## config.mk

```make
export PLATFORM = sky130hd
export DESIGN_NAME = mul_shift_add
export DESIGN_NICKNAME = d
export VERILOG_FILES = /design/src/rtl/mul_pkg.sv /design/src/rtl/cladder4.sv /design/src/rtl/mul_shift_add.sv
export SDC_FILE = /design/constraint.sdc
export NUM_CORES = 1
export LEC_CHECK = 0
export CAP_MARGIN = 10
export CORE_MARGIN = 3
export CORE_UTILIZATION = 48
export DETAILED_ROUTE_END_ITERATION = 10
export GPL_TIMING_DRIVEN = 0
export PLACE_DENSITY = 0.78
export SLEW_MARGIN = 20
export SYNTH_ARGS = -nofsm -noshare
export SYNTH_HDL_FRONTEND = slang
export SYNTH_SLANG_ARGS = --single-unit
```

## constraint.sdc

```tcl
create_clock -name clk -period 2.55 [get_ports clk]
set_clock_uncertainty 0.2 [all_clocks]
set_input_delay 0.255 -clock clk [delete_from_list [all_inputs] [get_ports clk]]
set_output_delay 0.255 -clock clk [all_outputs]
set_load 0.1 [all_outputs]
```

## src/rtl/mul_pkg.sv

```systemverilog
// Shared definitions for the shift-and-add multiplier: FSM state encoding,
// default operand width and the iteration-counter width helper.
package mul_pkg;

  localparam int DEFAULT_WIDTH = 4;

  typedef enum logic [1:0] {
    IDLE = 2'd0,
    RUN  = 2'd1,
    DONE = 2'd2
  } state_t;

  // Counter must hold the values WIDTH down to 0.
  function automatic int cnt_width(input int w);
    return $clog2(w + 1);
  endfunction

endpackage

```

## src/rtl/cladder4.sv

```systemverilog
// 4-bit carry-lookahead adder slice with group propagate/generate outputs.
module cladder4 (
  input  logic [3:0] a,
  input  logic [3:0] b,
  input  logic       cin,
  output logic [3:0] s,
  output logic       cout,
  output logic       pg,
  output logic       gg
);

  logic [3:0] p_s;
  logic [3:0] g_s;
  logic [4:0] c_s;

  // Bit propagate/generate, lookahead carries and sum bits.
  always_comb begin
    p_s    = a ^ b;
    g_s    = a & b;
    c_s[0] = cin;
    c_s[1] = g_s[0] | (p_s[0] & cin);
    c_s[2] = g_s[1] | (p_s[1] & g_s[0]) | (p_s[1] & p_s[0] & cin);
    c_s[3] = g_s[2] | (p_s[2] & g_s[1]) | (p_s[2] & p_s[1] & g_s[0])
           | (p_s[2] & p_s[1] & p_s[0] & cin);
    pg     = &p_s;
    gg     = g_s[3] | (p_s[3] & g_s[2]) | (p_s[3] & p_s[2] & g_s[1])
           | (p_s[3] & p_s[2] & p_s[1] & g_s[0]);
    c_s[4] = gg | (pg & cin);
    s      = p_s ^ c_s[3:0];
    cout   = c_s[4];
  end

endmodule

```

## src/rtl/mul_shift_add.sv

```systemverilog
// Sequential shift-and-add multiplier: one add/shift step per cycle through a
// ripple of cladder4 slices, valid/ready on both operand and product sides.
// Compile option MUL_SHIFT_ADD_SIGNED_EN enables two's-complement operands
// (magnitudes are multiplied, the sign is applied to the final product).
module mul_shift_add
  import mul_pkg::*;
#(
  parameter int WIDTH = DEFAULT_WIDTH
) (
  input  logic               clk,
  input  logic               rst_n,
  input  logic               in_valid,
  output logic               in_ready,
  input  logic [WIDTH-1:0]   a,
  input  logic [WIDTH-1:0]   b,
  output logic               out_valid,
  input  logic               out_ready,
  output logic [2*WIDTH-1:0] product,
  output logic               busy
);

  localparam int CW  = cnt_width(WIDTH);
  localparam int NSL = WIDTH / 4;

  state_t             state_r;
  logic [WIDTH-1:0]   mcand_r;
  logic [WIDTH-1:0]   acc_hi_r;
  logic [WIDTH-1:0]   acc_lo_r;
  logic [CW-1:0]      cnt_r;

  logic [WIDTH-1:0]   addend_s;
  logic [WIDTH-1:0]   sum_s;
  logic [NSL:0]       carry_s;
  logic [WIDTH-1:0]   load_a_s;
  logic [WIDTH-1:0]   load_b_s;
  logic [2*WIDTH-1:0] raw_s;
  logic [2*WIDTH-1:0] product_s;

`ifdef MUL_SHIFT_ADD_SIGNED_EN
  logic neg_r;

  // Load magnitudes; the most negative value maps to 2^(WIDTH-1) unsigned.
  always_comb begin
    if (a[WIDTH-1]) begin
      load_a_s = ~a + WIDTH'(1);
    end else begin
      load_a_s = a;
    end
    if (b[WIDTH-1]) begin
      load_b_s = ~b + WIDTH'(1);
    end else begin
      load_b_s = b;
    end
  end
`else
  assign load_a_s = a;
  assign load_b_s = b;
`endif

  // Addend is the multiplicand when the current multiplier bit is set.
  always_comb begin
    if (acc_lo_r[0]) begin
      addend_s = mcand_r;
    end else begin
      addend_s = '0;
    end
  end

  assign carry_s[0] = 1'b0;

  generate
    for (genvar gi = 0; gi < NSL; gi++) begin : g_slice
      cladder4 u_cla (
        .a    (acc_hi_r[4*gi +: 4]),
        .b    (addend_s[4*gi +: 4]),
        .cin  (carry_s[gi]),
        .s    (sum_s[4*gi +: 4]),
        .cout (carry_s[gi+1]),
        .pg   (),
        .gg   ()
      );
    end
  endgenerate

  // Control FSM and datapath registers; DONE holds everything under backpressure.
  always_ff @(posedge clk) begin
    if (!rst_n) begin
      state_r  <= IDLE;
      mcand_r  <= '0;
      acc_hi_r <= '0;
      acc_lo_r <= '0;
      cnt_r    <= '0;
`ifdef MUL_SHIFT_ADD_SIGNED_EN
      neg_r    <= 1'b0;
`endif
    end else begin
      case (state_r)
        IDLE: begin
          if (in_valid) begin
            mcand_r  <= load_a_s;
            acc_lo_r <= load_b_s;
            acc_hi_r <= '0;
            cnt_r    <= CW'(WIDTH);
`ifdef MUL_SHIFT_ADD_SIGNED_EN
            neg_r    <= a[WIDTH-1] ^ b[WIDTH-1];
`endif
            state_r  <= RUN;
          end
        end
        RUN: begin
          // Carry out lands in the top bit, so the shift absorbs it.
          {acc_hi_r, acc_lo_r} <= {carry_s[NSL], sum_s, acc_lo_r[WIDTH-1:1]};
          cnt_r <= cnt_r - CW'(1);
          if (cnt_r == CW'(1)) begin
            state_r <= DONE;
          end
        end
        DONE: begin
          if (out_ready) begin
            state_r <= IDLE;
          end
        end
        default: begin
          state_r <= IDLE;
        end
      endcase
    end
  end

  assign raw_s = {acc_hi_r, acc_lo_r};

  // Product is only presented in DONE; zero elsewhere so partials never leak.
  always_comb begin
    if (state_r == DONE) begin
`ifdef MUL_SHIFT_ADD_SIGNED_EN
      if (neg_r) begin
        product_s = ~raw_s + (2*WIDTH)'(1);
      end else begin
        product_s = raw_s;
      end
`else
      product_s = raw_s;
`endif
    end else begin
      product_s = '0;
    end
  end

  assign in_ready  = (state_r == IDLE);
  assign out_valid = (state_r == DONE);
  assign busy      = (state_r == RUN);
  assign product   = product_s;

endmodule

```

==> reports/results.ini <==
[power_and_ir_drop]
power_density_mw_per_mm2 = 490.9
vdd_drop_max_uv = 348.6
finalPower_uw = 576.1
leakage_nw = 0.5092

[sta]
setup_viol = 0
worst_slack_ns = 0.1530
max_freq_ghz = 0.4172
rsz0062_at_grt = false
post-route-period-util_pct = 94.00
tightest_slew_ns = 0.9574
relSlewSlack_pct = 36.42
fin_crit_ns = 2.397
finalSetupTns_ns = 0
slew_viol_final = 0
hold_slack_ns = 0.2602
hold_viol = 0

[placement]
dpl.hpwl_um = 1588
portBuffers = 22
routabilityCongestion = 0.7766
place_area_mm2 = 0.001195
place_ws_ns = 0.05516

[floorplanning]
dieArea_mm2 = 0.002531
die_width_um = 50.31
initial_core_util_pct = 52.84
die_h_um = 50.31
core_mm2 = 0.001783
io_pins = 23
row_count = 15

[logic_synthesis]
syn_inst = 115
yosysSeqAreaShare_pct = 36.12
syn_nets = 134
yosysWarnings = 0
ys_ff_latch = 17
synth_area_leaders = dfxtp_1, and2_1, ha_1, nand2_1, a21oi_1
syn_area_um2 = 942.2
synth_top_cell_area_share_pct = 36.12
yosysTopAreaCell = dfxtp_1
ys_types = 33
syn_avg_cell_area_um2 = 8.193

[detailed_routing]
viasPerCell = 5.247
met3_length_um = 137
drcViolationCount = 0
top_layer = met4
vias = 871
first_iter_violations = 16
wl_met2_um = 925
drtPass1Iterations = 4
m1WireLength_um = 927
avgRoutedWirePerCell_um = 12.17
drtAntennaViolNets = 0
routed_wl_um = 2021

[finish]
antenna_cells = 0
final_nets = 161
syn2layout_area_growth_pct = 24.57
drive_above_1_share_pct = 13.48
finish.instance_area_mm2 = 0.001174
nFillCells = 161

[clock_tree]
ctsLongestPathBuffers = 2
clkTransAtPathRegs_ns = 0.10
cts_made_buffers = 3
cts_sinks = 17
cts_root_buf = clkbuf_4
cts_max_level = 1
cts_tree = yes
ctsHoldBuffers = 0
clk_latency_ns = 0.29

[critical_path]
reg2reg_slack_ns = 0.61
critPathLaunchType = flop
timing.rr.start = acc_lo_r[0]
required_ns = 2.10
worst-path-max-fanout = 10
r2r-end = acc_hi_r[2]
crit_arrival_ns = 1.94
critPathKind = flop to primary output
crit_path_end = out_valid
setup.worst_path.end_class = primary output
setup.worst_path.start = state_r[0]
r2r_cells = 5

[global_routing]
antenna_found_initial = 0
grt_max_degree = 11
gr-total-overflow = 0
grtUsageTotal_pct = 17.01
grt_pass1_vias = 800
grt_pass1_wl_um = 3339

[job]
timing.max_cap.violations = 0

[run_status]
status = finished, final reports clean

[worst_hold_path]
hold_path.class = flop to flop

-- worst min-delay path by stage --
stage	from	to	cells past startpoint
floorplan	rst_n	state_r[1]	1
global placement	mcand_r[0]	mcand_r[0]	2
detailed placement	mcand_r[0]	mcand_r[0]	2
global route	mcand_r[2]	mcand_r[2]	2
finish	mcand_r[0]	mcand_r[0]	2
CTS	mcand_r[0]	mcand_r[0]	2
-- cell families after synthesis --
family / after synthesis / share of synthesized area [%]
AOI/OAI and AO/OA: 22 / 15.54
xor gates and xnor gates: 2 / 1.860
adders and majority gates: 7 / 10.09
buffers and inverters: 14 / 6.905
DFF: 17 / 36.12
muxes: 1 / 1.062
and+or+nand+nor: 52 / 28.42
-- flip-flops by register name, summed over array words and instances, names as in the netlist --
signal and cells:
acc_hi_r 4, state_r 2, cnt_r 3, acc_lo_r 4
mcand_r 4
-- power breakdown --
group | internal, mW | switching, mW
Clock | 0.0608 | 0.0846
Sequential | 0.284 | 0.0139
Combinational | 0.0521 | 0.0809
Total | 0.397 | 0.179
-- through the flow --
step	std cells	util, %
after floorplan	115	-
after global placement	162	67.02
after detailed placement	162	67.02
after CTS	166	67.72
after global routing	166	65.82
final	166	65.82
-- cell usage after synthesis --
cell / number
buf_6: 1
nand3b_1: 1
inv_1: 8
buf_2: 1
fa_1: 1
o21ai_0: 1
buf_1: 1
and2_1: 12
a22oi_1: 1
nand2_1: 14
and2b_2: 1
o21bai_1: 1
xor2_1: 1
a311oi_1: 4
o2111ai_1: 1
and3_1: 1
nand3_1: 8
a21o_1: 1
a211oi_1: 1
nor2_1: 8
or3b_2: 1
dfxtp_1: 17
nand2b_1: 4
xnor2_1: 1
or4_1: 1
nor2b_1: 1
ha_1: 6
clkbuf_1: 2
o21a_1: 1
buf_4: 1
o21ba_2: 1
mux2i_1: 1
a21oi_1: 10
-- per-layer routing --
| layer | GRT usage [%] | vias to the layer above |
|---|---|---|
| met5 | 0 | - |
| met4 | 6.726 | 0 |
| met3 | 2.967 | 4 |
| met2 | 28.26 | 30 |
| met1 | 21.68 | 399 |
| li1 | - | 438 |
-- cells in the final DEF, fill, tap and decap left out, drive strengths merged, types with 2 or more instances in the layout --
| cell | instances |
|---|---|
| a21oi | 10 |
| clkdlybuf4s50 | 11 |
| a311oi | 4 |
| dfxtp | 17 |
| nand2b | 4 |
| nand3 | 8 |
| clkbuf | 15 |
| nand2 | 14 |
| inv | 8 |
| nor2 | 8 |
| buf | 4 |
| and2 | 12 |
| dlygate4sd2 | 2 |
| ha | 6 |
-- repair_timing --
item,4_1_cts,5_1_grt
endpoints found under the hold margin,0,0
setup endpoints to repair,11,9
gates resized for setup,11,18
gates cloned,0,0
setup buffers,0,0
-- worst max-delay path: stages (launching register included) --
cell and delay, ns:
dfxtp_1 0.37, and2b_2 0.22, clkbuf_2 0.18, dlygate4sd2_1 0.88
-- layout make-up --
class | instances | area (um2) | share of cell area [%]
Sequential cell | 17 | 340.3 | 29.00
Inverter | 8 | 30.03 | 2.559
Tap cell | 25 | 31.28 | 2.665
Buffer | 6 | 36.28 | 3.092
Clock buffer | 4 | 26.28 | 2.239
Timing Repair Buffer | 22 | 172.7 | 14.71
Multi-Input combinational cell | 84 | 536.8 | 45.74
Note: power is estimated with default switching activity, not from simulation.
